File: src/rtl/sms_wired_line_rx_if.sv
// rtl/sms_wired_line_rx_if.sv - snapshot event port (valid/data/ack) for the SMS wired-line receiver
interface sms_wired_line_rx_if #(
   parameter int WIDTH = 4
);
   logic             evt_valid;
   logic [WIDTH-1:0] evt_data;
   logic             evt_ack;

   modport master (
      output evt_valid,
      output evt_data,
      input  evt_ack
   );

   modport slave (
      input  evt_valid,
      input  evt_data,
      output evt_ack
   );
endinterface

File: src/rtl/sms_wired_line_rx.sv
// rtl/sms_wired_line_rx.sv - synchronize, glitch-filter and edge-detect open-collector SMS lines, post changes as snapshots
// Optional undriven-net flag output float_o: define SMS_RX_FLOAT_DETECT_EN
module sms_wired_line_rx #(
   parameter int WIDTH         = 4,
   parameter int FILTER_CYCLES = 3
) (
   input  logic                   clk,
   input  logic                   rst,
   input  logic [WIDTH-1:0]       line_i,
   output logic [WIDTH-1:0]       level_o,
   output logic [WIDTH-1:0]       rise_o,
   output logic [WIDTH-1:0]       fall_o,
   sms_wired_line_rx_if.master    evt,
   output logic                   overrun_o,
   input  logic                   ovr_clr
`ifdef SMS_RX_FLOAT_DETECT_EN
   ,
   output logic [WIDTH-1:0]       float_o
`endif
);

   localparam logic [7:0] FILTER_LAST = 8'(FILTER_CYCLES - 1);

   logic [WIDTH-1:0] line_bit;
   logic [WIDTH-1:0] sync_1;
   logic [WIDTH-1:0] sync_q;
   logic [7:0]       cnt_q [WIDTH];
   logic [7:0]       cnt_d [WIDTH];

   logic [WIDTH-1:0] level_d;
   logic [WIDTH-1:0] rise_d;
   logic [WIDTH-1:0] fall_d;
   logic             change;

   logic             valid_q;
   logic             valid_d;
   logic [WIDTH-1:0] data_q;
   logic [WIDTH-1:0] data_d;
   logic             ovr_d;
   logic             ovr_set;

   // A floating or unknown line reads as the pull-up level; only a hard 0 is a 0.
   always_comb begin
      line_bit = '1;
      for (int i = 0; i < WIDTH; i++) begin
         line_bit[i] = (line_i[i] === 1'b0) ? 1'b0 : 1'b1;
      end
   end

   always_comb begin
      level_d = level_o;
      rise_d  = '0;
      fall_d  = '0;
      for (int i = 0; i < WIDTH; i++) begin
         cnt_d[i] = 8'd0;
         if (sync_q[i] != level_o[i]) begin
            if (cnt_q[i] == FILTER_LAST) begin
               level_d[i] = sync_q[i];
               rise_d[i]  = sync_q[i];
               fall_d[i]  = ~sync_q[i];
            end else begin
               cnt_d[i] = cnt_q[i] + 8'd1;
            end
         end
      end
      change = |(level_d ^ level_o);
   end

   // An ack on the same edge as a change frees the slot, so the new snapshot lands without a bubble.
   always_comb begin
      valid_d = valid_q;
      data_d  = data_q;
      ovr_set = 1'b0;
      if (change) begin
         if (!valid_q || evt.evt_ack) begin
            valid_d = 1'b1;
            data_d  = level_d;
         end else begin
            ovr_set = 1'b1;
         end
      end else if (evt.evt_ack) begin
         valid_d = 1'b0;
      end
      ovr_d = ovr_set | (overrun_o & ~ovr_clr);
   end

   always_ff @(posedge clk) begin
      if (rst) begin
         sync_1    <= '1;
         sync_q    <= '1;
         level_o   <= '1;
         rise_o    <= '0;
         fall_o    <= '0;
         valid_q   <= 1'b0;
         data_q    <= '1;
         overrun_o <= 1'b0;
         for (int i = 0; i < WIDTH; i++) begin
            cnt_q[i] <= 8'd0;
         end
      end else begin
         sync_1    <= line_bit;
         sync_q    <= sync_1;
         level_o   <= level_d;
         rise_o    <= rise_d;
         fall_o    <= fall_d;
         valid_q   <= valid_d;
         data_q    <= data_d;
         overrun_o <= ovr_d;
         for (int i = 0; i < WIDTH; i++) begin
            cnt_q[i] <= cnt_d[i];
         end
      end
   end

   assign evt.evt_valid = valid_q;
   assign evt.evt_data  = data_q;

`ifdef SMS_RX_FLOAT_DETECT_EN
   always_ff @(posedge clk) begin
      if (rst) begin
         float_o <= '0;
      end else begin
         for (int i = 0; i < WIDTH; i++) begin
            float_o[i] <= (line_i[i] === 1'bz);
         end
      end
   end
`endif

endmodule

File: src/flat_wrapper.sv
// flat-port wrapper written by rule: the top's interface ports become plain ports
module sms_wired_line_rx_flat 
#(
   parameter int WIDTH         = 4,
   parameter int FILTER_CYCLES = 3
)
  (clk, rst, line_i, level_o, rise_o, fall_o, overrun_o, ovr_clr, evt_evt_valid, evt_evt_data, evt_evt_ack);
  sms_wired_line_rx_if #(.WIDTH(WIDTH)) evt_i ();
  input  logic clk;
  input  logic rst;
  input  logic [WIDTH-1:0] line_i;
  output logic [WIDTH-1:0] level_o;
  output logic [WIDTH-1:0] rise_o;
  output logic [WIDTH-1:0] fall_o;
  output logic overrun_o;
  input  logic ovr_clr;
  output wire logic [$bits(evt_i.evt_valid)-1:0] evt_evt_valid;
  output wire logic [$bits(evt_i.evt_data)-1:0] evt_evt_data;
  input wire logic [$bits(evt_i.evt_ack)-1:0] evt_evt_ack;
  assign evt_evt_valid = evt_i.evt_valid;
  assign evt_evt_data = evt_i.evt_data;
  assign evt_i.evt_ack = evt_evt_ack;
  sms_wired_line_rx #(.WIDTH(WIDTH), .FILTER_CYCLES(FILTER_CYCLES)) u_core (.clk(clk), .rst(rst), .line_i(line_i), .level_o(level_o), .rise_o(rise_o), .fall_o(fall_o), .evt(evt_i), .overrun_o(overrun_o), .ovr_clr(ovr_clr));
endmodule
File: config.mk
export PLATFORM = sky130hd
export DESIGN_NAME = sms_wired_line_rx_flat
export DESIGN_NICKNAME = d
export VERILOG_FILES = /design/src/rtl/sms_wired_line_rx_if.sv /design/src/rtl/sms_wired_line_rx.sv /design/src/flat_wrapper.sv
export SDC_FILE = /design/constraint.sdc
export NUM_CORES = 1
export LEC_CHECK = 0
export BUFFER_PORTS_ARGS = -buffer_cell sky130_fd_sc_hd__buf_2
export CORE_MARGIN = 8
export CORE_UTILIZATION = 55
export CTS_CLUSTER_SIZE = 24
export DETAILED_ROUTE_END_ITERATION = 10
export PLACE_DENSITY_LB_ADDON = 0.2
export SLEW_MARGIN = 20
export SYNTH_ARGS = -nofsm -noshare
export SYNTH_HDL_FRONTEND = slang
export SYNTH_SLANG_ARGS = --single-unit
export TNS_END_PERCENT = 100
File: constraint.sdc
create_clock -name clk -period 3 [get_ports clk]
set_input_delay 0 -clock clk [delete_from_list [all_inputs] [get_ports clk]]
set_output_delay 0 -clock clk [all_outputs]
set_load 0.01 [all_outputs]
==> metrics, run 1 <==
via count approximately 1600; relative slew slack a little over half; Sink Count 58; Startpoint Class register; fin. max-slew vios 0; Worst setup EP type register; status complete, no violations; Antenna diodes 0; VDD IR max ~0.37 mV; DIE WIDTH between 80 and 90 microns; vias per inst around 5.1; worst hold path class input port to register; Worst EP arrival between 2 and 2.5 ns; largest net degree at the start of global routing 29; Worst path max stage delay roughly 0.47 ns; core area roughly 4000 sq um; number of port buffers 25; Site Rows 23; Lkg Pwr slightly above 0.001 uW; Area Growth Syn to Fin 17.93%; mapped cell area about 2300 sq um; clk_lat worst skew 0.33 ns; Adder-Cell Fraction of Synth Area ~4.4%; # IOs 26; initial antenna violation count 0; synth unique cells 28; syn avg cell area 10.05 sq um; main combinational cell family by area after synthesis simple AND/OR/NAND/NOR gates; CP top delay family simple AND/OR/NAND/NOR gates; share of layout cells above drive strength 1 between 20% and 30%; dominant synthesized flop cell dfxtp_1; Mapped Cells 227; XOR/XNOR Fraction of Synth Area a little over a tenth; ANT nets after route 0; H-tree depth 3; first-pass GRT wire length between 6000 and 7000 microns; DRC errors left 0; Design Area, Final 2691 sq um; final setup vio count 0; RSZ-0062 raised after global routing no; Tmin final around 2.2 ns; CP bufs+invs 1; reg2reg path depth 6; Crit Path Max Fanout 6; fin nets between 200 and 300; register area share after synthesis 50.88%; CTS Root Cell clkbuf_8; post-synthesis simple-gate area fraction between 20 and 30%; total of max-cap violations 0; final setup margin 0.7829 ns; Post-DP Area between 2000 and 2500 sq um; period utilization approximately 74%; crit-path cells inv_1 -> ha_1 -> or4b_1 -> or3_4 -> a41oi_4 -> mux2_2; Synth Area in Compound Gates roughly 4.8%; DP Worst Slack between 0.7 and 0.8 ns; Fmax 451.0 MHz; Crit path required time 3.22 ns; commonest non-fill, non-tap cell in the layout dfxtp_1; vias in the first global route 1507; grt total ovfl 0; Wirelength per Cell roughly 12 microns; clock slew at reported path FFs about 0.06 ns; Initial Utilization 57.05%; Power Density approximately 540 nW/um^2; CTS buffer count 9; setup TNS 0 ns; hold path depth 3; #FFs+latches synth just under 60; clock skew around 0.01 ns; CTS tree yes; GRT Overall Usage between 10% and 20%; Stages on worst setup path 6; Die Area 6467 sq um; Routed WL around 3900 microns; CP max-delay cell or4b_1; commonest non-fill, non-tap cells in the layout 58 x dfxtp_1, 36 x nor2_1, 25 x buf_2; Post-synth EDFFs 0; Longest Clk Path Bufs 2; Die Span Y 80.42 microns; DP Wirelength approximately 2700 microns; warnings from Yosys 0; GPL Wtd Cong between 0.7 and 0.8; worst slew pin tran between 0.6 and 0.7 ns; crit path kind register to register; postcts setup bufs 0; drt pass-1 iters 4; Final Hold Vio Count 0; synthesized net count about 240; mux cell area share after synthesis about 2.0%; ys async rst share 0%; Initial DRC Count between 50 and 60
-- worst reg2reg max path, delay by kind of cell (launching register included) --
family                   cells  cell delay, ns
buffers and inverters        1            0.07
AND/OR/NAND/NOR              2            0.91
AO/OA/AOI/OAI                1            0.28
adder cells (fa/ha/maj)      1            0.14
multiplexers                 1            0.36
flip-flops                   1            0.35
-- path summary, 6_finish.rpt --
kind                 startpoint                     end  slack [ns]
max          u_core.cnt_q[3][0]  u_core.evt.evt_data[0]        0.78
min                 evt_evt_ack    u_core.evt.evt_valid        0.06
max reg2reg  u_core.cnt_q[3][0]  u_core.evt.evt_data[0]        0.78
min reg2reg    u_core.sync_1[3]        u_core.sync_q[3]        0.41
-- where the power goes --
part | leakage [uW] | switching [uW] | internal, uW
combinational | 0.000463 | 15.1 | 16.1
sequential | 0.000470 | 5.41 | 778
clock | 0.0000965 | 280 | 365
-- Yosys cell counts (2+ instances only) --
master | count | area [sq um]
a311o_1 | 3 | 30.03
nand2_1 | 8 | 30.03
nor2_1 | 36 | 135.1
a21boi_0 | 3 | 22.52
nor3_1 | 4 | 20.02
ha_1 | 8 | 100.1
clkbuf_1 | 3 | 11.26
nor2b_1 | 2 | 12.51
mux2_2 | 4 | 45.04
or2_2 | 12 | 75.07
nor4b_1 | 12 | 105.1
dfxtp_1 | 58 | 1161
and3_1 | 7 | 43.79
nand3_1 | 20 | 100.1
xor2_1 | 18 | 157.7
xnor2_1 | 10 | 87.58
o21a_1 | 2 | 15.01
nand3b_1 | 3 | 22.52
inv_1 | 5 | 18.77
-- what timing repair did --
action	in CTS	in global routing
resized for setup	0	0
endpoints found under the hold margin	5	0
hold buffers	5	0
-- registers in the layout, indices dropped and copies added (netlist names) --
register and count:
u_core.level_o 4, u_core.overrun_o 1, u_core.evt.evt_data 4, u_core.cnt_q 32, u_core.sync_1 4, u_core.evt.evt_valid 1
u_core.sync_q 4, u_core.rise_o 4, u_core.fall_o 4
-- cells by family (layout without fill, tap and decap cells) --
group | Yosys count | in the layout
compound gates | 11 | 11
xor+xnor | 28 | 28
fa+ha+maj | 8 | 8
buf+inv | 8 | 51
flops | 58 | 58
mux | 4 | 4
simple gates | 110 | 110
-- routing by layer --
metal	track usage, %	vias to the layer above	share of wire (%)	wire length [microns]
met1	15.07	737	46	1795
met3	9.487	4	8.6	331
met5	0	-	0	0
met2	19.81	33	44	1701
met4	4.364	0	0.88	34
li1	-	853	-	-
-- per-stage QoR --
| step | utilization, % | cells | hold slack (ns) | power (uW) |
|---|---|---|---|---|
| 2_1_floorplan | - | 227 | 0.1038 | 817.3 |
| 3_3_place_gp | 61.46 | 299 | 0.1829 | 825.9 |
| 3_5_place_dp | 61.46 | 299 | 0.1836 | 826.1 |
| 4_1_cts | 67.28 | 320 | 0.03578 | 1481 |
| 5_1_grt | 67.28 | 320 | 0.04896 | 1526 |
| 6_report | 67.28 | 320 | 0.05529 | 1459 |
-- layout make-up --
| cell class | count | area [sq um] |
|---|---|---|
| Tap cell | 50 | 62.56 |
| Inverter | 5 | 18.77 |
| Multi-Input combinational cell | 161 | 1091 |
| Sequential cell | 58 | 1161 |
| Fill cell | 334 | 1309 |
| Timing Repair Buffer | 30 | 175.2 |
| Clock inverter | 2 | 10.01 |
| Clock buffer | 14 | 172.7 |
Power figures use the tool's default switching activity.
==> run 2, diff against run 1 <==
==> constraint.sdc (replaced) <==
create_clock -name clk -period 2.05 [get_ports clk]
set_input_delay 0 -clock clk [delete_from_list [all_inputs] [get_ports clk]]
set_output_delay 0 -clock clk [all_outputs]
set_load 0.01 [all_outputs]
==> metrics, run 2 (synthesized netlist as in run 1, its figures left out) <==
status finished, violations left; failing checks setup timing; Longest Clk Path Bufs 2 (unchanged); DIE WIDTH 80.42 microns (unchanged); grt met1 use 13.71% (-1.4 points); crit path kind register to register; final setup vio count 2 (+2); clock slew at reported path FFs 0.06 ns (about the same); Fmax 482.2 MHz (+6.9%); total of max-cap violations 0 (unchanged); Most Crowded Layer GR met2; drt pass-1 iters 4 (unchanged); Crit Path Max Fanout 4 (-2); initial antenna violation count 0 (unchanged); vias in the first global route 1607 (+6.6%); Site Rows 23 (unchanged); hold slack 0.04671 ns (-0.008580 ns); Worst EP arrival 2.30 ns (-0.13 ns); commonest non-fill, non-tap cells in the layout 56 x dfxtp_1, 36 x nor2_1, 25 x buf_2; GPL Wtd Cong 0.8268 (+5.1%); GRT met2 Usage 24.06% (+4.3 points); FF-to-FF setup slack -0.02 ns (-0.81 ns); grt total ovfl 0 (unchanged); H-tree depth 3 (unchanged); # IOs 26 (unchanged); DRC errors left 0 (unchanged); VDD IR max 0.7534 mV (+100%); Largest Register u_core.cnt_q; ANT nets after route 0 (unchanged); Lkg Pwr 0.001110 uW (+7.8%); Die Span Y 80.42 microns (unchanged); final core utilization 70.69% (+3.4 points); core area 4000 sq um (unchanged); period utilization 101.2% (+27 points); Startpoint Class register; Wirelength per Cell 12.66 microns (+4.9%); relative slew slack 71.81% (+18 points); Tmin final 2.074 ns (-0.1431 ns); worst slew pin tran 0.4196 ns (-0.2703 ns); crit-path cells inv_2 -> ha_4 -> or4b_4 -> or3_4 -> a41oi_4 -> mux2_2; final setup margin -0.02401 ns (-0.8069 ns); Post-DP Area 2534 sq um (+3.1%); share of layout cells above drive strength 1 26.79% (+5.3 points); first-pass GRT wire length 6962 microns (+3.3%); Crit path required time 2.28 ns (-0.94 ns); fin nets 292 (+3.9%); met3 Use GR 6.920% (-2.6 points); GRT Overall Usage 14.13% (+0.64 points); number of port buffers 25 (unchanged); RSZ-0062 raised after global routing yes; largest net degree at the start of global routing 29 (unchanged); CP max-delay cell or4b_4; vias per inst 5.097 (+0.25%); Register Area 1164 sq um (+0.22%); DP Wirelength 2968 microns (+10%); Initial DRC Count 46 (-21%); CTS Root Cell clkbuf_8; DP Worst Slack -0.05399 ns (-0.8411 ns); Final Hold Vio Count 0 (unchanged); setup TNS -0.04633 ns (-0.04633 ns); commonest non-fill, non-tap cell in the layout dfxtp_1; Power Density 793.5 nW/um^2 (+46%); fill cell count 314 (-6.0%); Area Growth Syn to Fin 23.90%; Antenna diodes 0 (unchanged); clk_lat worst skew 0.33 ns (about the same); fin. max-slew vios 0 (unchanged); Initial Utilization 57.05% (unchanged); worst hold path class input port to register; Routed WL 4178 microns (+8.2%); Sink Count 58 (unchanged); hold path depth 3 (unchanged); CTS tree yes; Worst path max stage delay 0.45 ns (-0.02 ns); Design Area, Final 2828 sq um (+5.1%); clock skew 0.006176 ns (-0.003958 ns); CTS buffer count 9 (unchanged); Die Area 6467 sq um (unchanged); Worst setup EP type register; via count 1682 (+3.4%); multi-input combinational cell area 1121 sq um (+2.8%); number of flip-flops in the largest register 32 (unchanged); reg2reg path depth 6 (unchanged)
-- run 2: area by class of cell --
class / count / share of cell area, %
clock buffer: 13 / 5.973
tap: 50 / 2.212
clock inverter: 2 / 1.239
sequential: 58 / 41.15
inverter: 5 / 0.6637
timing repair buffer: 41 / 9.115
multi-input combinational: 161 / 39.65
-- run 2: repair_timing --
item | CTS | global route
setup buffers | 1 | 0
endpoints found under the setup margin | 4 | 4
hold buffers | 5 | 0
hold endpoints to repair | 5 | 0
gates resized for setup | 9 | 0
-- run 2: final timing paths --
path / start / endpoint
max: u_core.cnt_q[3][0] / u_core.evt.evt_data[3]
min: evt_evt_ack / u_core.evt.evt_valid
max reg2reg: u_core.cnt_q[3][0] / u_core.evt.evt_data[3]
min reg2reg: u_core.sync_1[3] / u_core.sync_q[3]
-- run 2: routing by layer --
metal	share of wire [%]	wire length [microns]	vias to the layer above
met5	0	0	-
met4	2.3	98	0
met3	6.7	280	10
met2	49	2052	24
met1	42	1747	774
li1	-	-	874
-- run 2: worst max-delay path: cells and delay by family (launching register included) --
kind	cells	cell delay (ns)
AO/OA/AOI/OAI	1	0.23
adder cells (fa/ha/maj)	1	0.12
buffers and inverters	1	0.06
flip-flops	1	0.32
multiplexers	1	0.37
AND/OR/NAND/NOR	2	0.87
-- run 2: through the flow --
step / total power, uW / instances
6_report: 2244 / 330
2_1_floorplan: 1196 / 227
3_5_place_dp: 1212 / 309
3_3_place_gp: 1211 / 309
4_1_cts: 2278 / 330
5_1_grt: 2333 / 330
-- run 2: power by group --
group          total, uW  internal, uW  leakage, uW  switching, uW
clock               1050           652     0.000106            397
sequential          1150          1140     0.000471           7.10
combinational       50.1          25.7     0.000534           24.4
